<file path="config.mk">
export PLATFORM = sky130hd
export DESIGN_NAME = k12a_lcd_monitor
export DESIGN_NICKNAME = d
export VERILOG_FILES = /design/src/rtl/k12a_lcd_monitor.sv
export SDC_FILE = /design/constraint.sdc
export NUM_CORES = 1
export LEC_CHECK = 0
export CORE_MARGIN = 1
export CORE_UTILIZATION = 61
export DETAILED_ROUTE_END_ITERATION = 16
export GPL_ROUTABILITY_DRIVEN = 0
export MAX_ROUTING_LAYER = met4
export PLACE_DENSITY_LB_ADDON = 0.08
export SLEW_MARGIN = 5
export SYNTH_ARGS = -nofsm -noshare
export SYNTH_HDL_FRONTEND = slang
export SYNTH_SLANG_ARGS = --single-unit
</file>
<file path="constraint.sdc">
create_clock -name cpu_clock -period 4.1 [get_ports cpu_clock]
set_input_delay 1.025 -clock cpu_clock [delete_from_list [all_inputs] [get_ports cpu_clock]]
set_output_delay 1.025 -clock cpu_clock [all_outputs]
set_load 0.02 [all_outputs]
</file>
<file path="src/rtl/k12a_lcd_monitor.sv">
// Passive HD44780 bus decoder: DDRAM shadow, cursor and display state; one-cycle event after each strobe.
// K12A_LCD_4BIT_EN adds 4-bit nibble assembly; without it the bus is always 8-bit.
module k12a_lcd_monitor #(
   parameter int          LINE_LEN = 16,
   parameter logic [7:0]  BLANK    = 8'h20,
   localparam int         DEPTH    = 2 * LINE_LEN,
   localparam int         AW       = $clog2(DEPTH)
) (
   input  logic          cpu_clock,
   input  logic          reset_n,
   input  logic          lcd_rs,
   input  logic          lcd_rw,
   input  logic          lcd_en,
   input  logic [7:0]    lcd_data,
   input  logic [AW-1:0] rd_addr,
   output logic [7:0]    rd_data,
   output logic [AW-1:0] cursor,
   output logic          display_on,
   output logic          busy,
   output logic          busy_violation,
   output logic          event_valid,
   output logic          event_is_data,
   output logic [7:0]    event_byte,
   output logic [15:0]   wr_count
);
   localparam int LW = $clog2(LINE_LEN);

   typedef enum logic {S_IDLE, S_CLEAR} state_t;

   state_t        r_state, w_state_nxt;
   logic          r_en_q, r_rs_q, r_rw_q;
   logic [7:0]    r_data_q;
   logic          r_stb, r_stb_rs;
   logic [7:0]    r_stb_dat;
   logic [7:0]    r_mem [DEPTH];
   logic [AW-1:0] r_cursor, r_sweep;
   logic          r_dir, r_disp, r_viol, r_ev_vld, r_ev_rs;
   logic [7:0]    r_ev_byte;
   logic [15:0]   r_wr_cnt;
   logic          w_strobe, w_idle_stb, w_acc, w_cmd_clr;
   logic [7:0]    w_byte;

   assign w_strobe   = r_en_q & ~lcd_en;
   assign w_idle_stb = r_stb & (r_state == S_IDLE);

   // Pin sampling plus one strobe stage: strobe seen at edge N is acted on at edge N+1.
   always_ff @(posedge cpu_clock or negedge reset_n) begin
      if (!reset_n) begin
         r_en_q    <= 1'b0;
         r_rs_q    <= 1'b0;
         r_rw_q    <= 1'b0;
         r_data_q  <= 8'h00;
         r_stb     <= 1'b0;
         r_stb_rs  <= 1'b0;
         r_stb_dat <= 8'h00;
      end else begin
         r_en_q    <= lcd_en;
         r_rs_q    <= lcd_rs;
         r_rw_q    <= lcd_rw;
         r_data_q  <= lcd_data;
         r_stb     <= w_strobe & ~r_rw_q;
         r_stb_rs  <= r_rs_q;
         r_stb_dat <= r_data_q;
      end
   end

`ifdef K12A_LCD_4BIT_EN
   logic       r_mode4, r_nib_ph;
   logic [3:0] r_nib_hi;

   always_comb begin
      w_byte = r_stb_dat;
      w_acc  = w_idle_stb;
      if (r_mode4) begin
         w_byte = {r_nib_hi, r_stb_dat[7:4]};
         w_acc  = w_idle_stb & r_nib_ph;
      end
   end

   always_ff @(posedge cpu_clock or negedge reset_n) begin
      if (!reset_n) begin
         r_mode4  <= 1'b0;
         r_nib_ph <= 1'b0;
         r_nib_hi <= 4'h0;
      end else if (r_stb && r_state == S_CLEAR) begin
         r_nib_ph <= 1'b0;
      end else if (w_idle_stb && r_mode4 && !r_nib_ph) begin
         r_nib_hi <= r_stb_dat[7:4];
         r_nib_ph <= 1'b1;
      end else if (w_acc) begin
         r_nib_ph <= 1'b0;
         if (!r_stb_rs && w_byte[7:5] == 3'b001)
            r_mode4 <= ~w_byte[4];
      end
   end
`else
   assign w_byte = r_stb_dat;
   assign w_acc  = w_idle_stb;
`endif

   assign w_cmd_clr = w_acc & ~r_stb_rs & (w_byte == 8'h01);

   always_ff @(posedge cpu_clock or negedge reset_n) begin
      if (!reset_n) r_state <= S_IDLE;
      else          r_state <= w_state_nxt;
   end

   always_comb begin
      w_state_nxt = r_state;
      case (r_state)
         S_IDLE:  if (w_cmd_clr) w_state_nxt = S_CLEAR;
         S_CLEAR: if (r_sweep == AW'(DEPTH - 1)) w_state_nxt = S_IDLE;
         default: w_state_nxt = S_IDLE;
      endcase
   end

   always_ff @(posedge cpu_clock or negedge reset_n) begin
      if (!reset_n) begin
         for (int i = 0; i < DEPTH; i++) r_mem[i] <= BLANK;
         r_cursor  <= '0;
         r_sweep   <= '0;
         r_dir     <= 1'b1;
         r_disp    <= 1'b0;
         r_viol    <= 1'b0;
         r_ev_vld  <= 1'b0;
         r_ev_rs   <= 1'b0;
         r_ev_byte <= 8'h00;
         r_wr_cnt  <= 16'h0000;
      end else begin
         r_ev_vld <= w_acc;
         if (w_acc) begin
            r_ev_rs   <= r_stb_rs;
            r_ev_byte <= w_byte;
         end
         if (r_state == S_CLEAR) begin
            r_mem[r_sweep] <= BLANK;
            r_sweep        <= r_sweep + 1'b1;
            if (r_stb) r_viol <= 1'b1;
         end
         if (w_acc) begin
            if (r_stb_rs) begin
               r_mem[r_cursor] <= w_byte;
               r_wr_cnt        <= r_wr_cnt + 16'd1;
               r_cursor        <= r_dir ? r_cursor + 1'b1 : r_cursor - 1'b1;
            end else begin
               // Commands decode on their highest set bit.
               casez (w_byte)
                  8'b1???????: r_cursor <= {w_byte[6], w_byte[LW-1:0]};
                  8'b00001???: r_disp   <= w_byte[2];
                  8'b000001??: r_dir    <= w_byte[1];
                  8'b0000001?: r_cursor <= '0;
                  8'b00000001: begin
                     r_cursor <= '0;
                     r_dir    <= 1'b1;
                     r_sweep  <= '0;
                  end
                  default: ;
               endcase
            end
         end
      end
   end

   assign rd_data        = r_mem[rd_addr];
   assign cursor         = r_cursor;
   assign display_on     = r_disp;
   assign busy           = (r_state == S_CLEAR);
   assign busy_violation = r_viol;
   assign event_valid    = r_ev_vld;
   assign event_is_data  = r_ev_rs;
   assign event_byte     = r_ev_byte;
   assign wr_count       = r_wr_cnt;
endmodule
</file>
# Yosys cells after proc, flatten, opt, wreduce, memory -nomap -nowiden
# Cells that the tools add are included.
# word_totals
regBits	317
inputBits	18
out_inout_bits	42
# op_classes
add_sub_neg	4
n_lt_le_gt_ge	5
n_reduce_logical	10
n_mux	22
n_bitwise	15
n_eq_ne	5
# ops
operator	n
two-way mux 256 bit	3
bitwise mux 256 bit	1
AND 224 bit	1
inverter 224 bit	1
demux 8 bit (select 5 bit)	2
binary-select mux 8 bit (select 5 bit)	1
two-way mux 8 bit	4
bitwise OR 32 bit	1
two-way mux 5 bit	6
greater-or-equal comparator 6 bit, second input constant	3
inverter 5 -> 6 bit	3
adder 16 x 1 -> 16 bit, second input constant	1
less-than comparator 6 x 1 -> 1 bit, second input constant	2
adder 5 x 1 -> 5 bit, second input constant	2
case mux 5 bit (2 select lines)	1
== test 8 x 1 -> 1 bit, second input constant	1
== test 7 x 1 -> 1 bit, second input constant	1
== test 6 x 1 -> 1 bit, second input constant	1
AND reduction 2 bit	3
AND reduction 3 bit	2
AND 1 bit	5
== test 5 x 1 -> 1 bit, second input constant	1
== test 5 bit, second input constant	1
subtractor 5 x 1 -> 5 bit, second input constant	1
7 further kinds	13

# Longest topological paths before layout
# depth
depth_word	11
mapped_depth	8
ltp_nobuf	7

# Least setup slack after synthesis
# No wires, ideal clock.
# synth_path
kind	input-to-output
startpoint	input rd_addr[2]
endpoint	output rd_data[0]
t_required_ns	3.075
cell_stages	5
arrival_time_ns	2.798
slack_ns	0.277
path_cell_list	clkbuf_1 -> clkbuf_1 -> mux4_2 -> mux4_2 -> mux2_2
# synth_between
elab_chain_cells	4
# synth_rtl
element	line	source
from (decl)	15	input logic [AW-1:0] rd_addr,
inverter 5 -> 6 bit (implied by the code)	164	assign rd_data = r_mem[rd_addr];
binary-select mux 8 bit (select 5 bit)	164	
two-way mux 8 bit (implied by the code) (2 in a row)	164	
to (decl)	16	output logic [7:0] rd_data,
# Every way passes these cells. The select of a mux whose other input is x is not followed.

# Worst setup path in the final report
# layout_path
startpoint	input rd_addr[1]
endpoint	output rd_data[5]
# Same word-level chain as after synthesis.

==> impl_metrics.yaml <==
critical_path:
  critPathRequiredTime_ns: 3.07
  cp_cell_sequence: "buf_6 > buf_6 > mux4_2 > mux4_2 > mux2_2 > dlygate4sd2_1"
  worstPathArrival_ns: 3.08
  critical-path-slowest-cell: "mux4_2"
  slowest_delay_ns: 0.53
  cp-end-kind: "output port"
  cp_max_fo: 8
  critPathKind: "primary input to output port"
  critPathLaunchType: "primary input"
status:
  violations: "setup timing"
  status: "complete, but fails checks"
logic_synthesis:
  yosysTopAreaCell: "dfrtp_1"
  async_reset_ff_share_pct: 100
  yosysMostFrequentCell: "dfrtp_1"
  synth_edf_count: 0
  ys_types: 40
  synth_commonest_cells: "dfrtp_1, o21ai_0, nand2_1"
  syn_nets: 1394
  synth_area_leaders: "dfrtp_1, mux4_2, o21ai_0"
  ys_seq_elements: 317
  synth_top_cell_area_share_pct: 49.0
  ys_seq_area_share_pct: 55.0
  synth_ff_type: "dfrtp_1"
  mappedNetlistArea_mm2: 0.0145
  synth_area_per_cell_um2: 10.6
  postSynthCellCount: 1366
  yosys_warnings: 0
routing:
  dr.pass1.iters: 8
  wl_per_cell_um: 26.0
  num_vias: 11400
  viasPerCell: 6.54
  drt_iter0_drc: 1398
  remaining_drc_errors: 0
  final_antenna_net_count: 0
  routed_wl_mm: 45.5
timing:
  layout_min_cycle_time_ns: 4.10
  fin_skew_ns: 0.0109
  slew-limit-headroom_pct: 21.5
  finalSetupTns_ns: -0.00000200
  maxSlewViolCount: 0
  finalCritPeriodShare_pct: 100
  worst_slack_ns: -0.00000200
  fmax_mhz: 244
  finalSetupViolCount: 1
  worstMarginPinSlew_ns: 1.18
  hold_slack_ns: 0.346
  hold_viol: 0
  rsz0062_at_grt: "yes"
global_routing:
  grt.total_usage_pct: 40.7
  grt_first_pass_wirelength_mm: 69.1
  grt_most_used_layer: "met1"
  grt.overflow.total: 0
  grt_antenna_before_repair: 1
  grtUsageMet1_pct: 56.5
  grt_max_degree: 102
  use_met3_pct: 15.8
  first_global_vias: 11000
  met2_usage_pct: 54.1
floorplan:
  placementRows: 56
  ios: 60
  die_h_um: 156
  core_mm2: 0.0234
  die_area_mm2: 0.0244
  die_w_um: 156
  initial_utilization_pct: 62.0
clock_network:
  cts_tree: "yes"
  cts_buffers: 34
  clk_pin_slew_worst_paths_ns: 0.06
  cts_sinks: 317
  clk_latency_ns: 0.52
  htreeDepth: 2
  post_cts_buffers: 0
  clk_path_buf_depth: 3
  cts-root-buf: "clkbuf_16"
flow_run:
  drv_cap: 0
layout:
  layout-drive-gt1-share_pct: 15.8
  finalCoreUtilization_pct: 71.5
  n_fill_cell: 1703
  syn2layout_area_growth_pct: 15.4
  multiInputGateArea_mm2: 0.00600
  seq_area_mm2: 0.00797
  final_net_count: 1431
pwr:
  leakage_nw: 7.12
  vdd_drop_max_uv: 382
  p_per_area_mw_per_mm2: 507
place:
  port_buffers: 59
  hpwl_mm: 30.8
hold_path:
  hold_class: "register to register"
per-layer routing:
layer	vias up	share of wire (%)
li1	4906	-
met1	5575	38
met2	823	42
met3	142	16
met4	0	4.0
met5	-	0
power breakdown:
part	internal, W	total [W]	switching (W)
Combinational	0.000543	0.00112	0.000580
Clock	0.00201	0.00329	0.00128
Sequential	0.00358	0.00407	0.000491
what timing repair did:
item	4_1_cts	5_1_grt
setup endpoints to repair	8	5
resized for setup	14	3
hold buffers	0	0
hold endpoints to repair	0	0
cloned	1	0
sequential cells by signal (all words and copies together) (netlist names), 5 cells and up:
register / count
event_byte: 8
cursor: 5
wr_count: 16
r_mem: 256
r_stb_dat: 8
r_sweep: 5
r_data_q: 8
stage by stage:
stage	power, W	setup WS, ns	std cells	instance area [um^2]
floorplan	0.00456	0.277	1366	14500
global placement	0.00515	-0.233	1685	15500
detailed placement	0.00519	-0.268	1685	15500
CTS	0.00844	-0.00413	1748	16700
global route	0.00875	-0.0275	1749	16700
finish	0.00848	-0.00000200	1749	16700
final cells by class:
| cell class | instances | share of cell area [%] |
|---|---|---|
| tap | 319 | 2.39 |
| inverter | 30 | 0.673 |
| multi-input combinational | 920 | 35.8 |
| clock buffer | 49 | 6.16 |
| clock inverter | 13 | 1.02 |
| antenna | 1 | 0.0150 |
| timing repair buffer | 100 | 6.22 |
| sequential | 317 | 47.7 |
kinds of logic (layout without fill, tap and decap cells):
kind of cell             Yosys count  in the layout  share of synthesized area, %
AO/OA/AOI/OAI                    305            305                          10.9
flip-flops                       317            317                          55.0
AND/OR/NAND/NOR                  494            494                          15.0
multiplexers                      90             90                          13.2
other                              0              1                             0
XOR/XNOR                          21             21                          1.27
buffers and inverters            129            192                          3.73
adder cells (fa/ha/maj)           10             10                         0.915
cells in the final DEF (no fill, tap or decap), types with 2 or more instances in the layout:
cell and n:
nand3b_1 2, ha_1 9, nand3_1 169, dfstp_2 33
and2_1 5, nor3_1 6, bufinv_16 4, and3b_1 2
a21oi_1 26, nor2b_1 5, nor2_1 49, nor3_2 2
buf_4 27, nand2_1 236, buf_12 9, clkbuf_16 37
mux4_2 80, mux2_2 8, dfrtp_1 284, xnor2_1 16
nand4_1 3, nor3b_1 4, xor2_1 5, mux2i_1 2
clkbuf_1 6, dlygate4sd2_1 6, a21o_1 3, clkdlybuf4s50_1 48
buf_6 5, clkbuf_8 6, a31oi_1 22, inv_1 30
o21ai_0 249, and3_1 6, clkinv_2 7
worst paths after layout:
| check | startpoint | endpoint | slack [ns] | depth (start not counted) |
|---|---|---|---|---|
| setup / recovery | rd_addr[1] | rd_data[5] | -0.000002 | 6 |
| hold / removal | r_data_q[2] | r_stb_dat[2] | 0.35 | 0 |
| setup reg to reg | busy | r_mem[208] | 0.90 | 5 |
| hold reg to reg | r_data_q[2] | r_stb_dat[2] | 0.35 | 0 |
| max in group asynchronous | reset_n | r_mem[37] | 2.60 | 2 |
| min in group asynchronous | reset_n | wr_count[10] | 0.56 | 1 |
worst max-delay path: cells and delay by family:
kind                   cells  cell delay [ns]
buffers and inverters      3             0.69
muxes                      3             1.35
No activity file was read; power rests on OpenSTA's default activity.
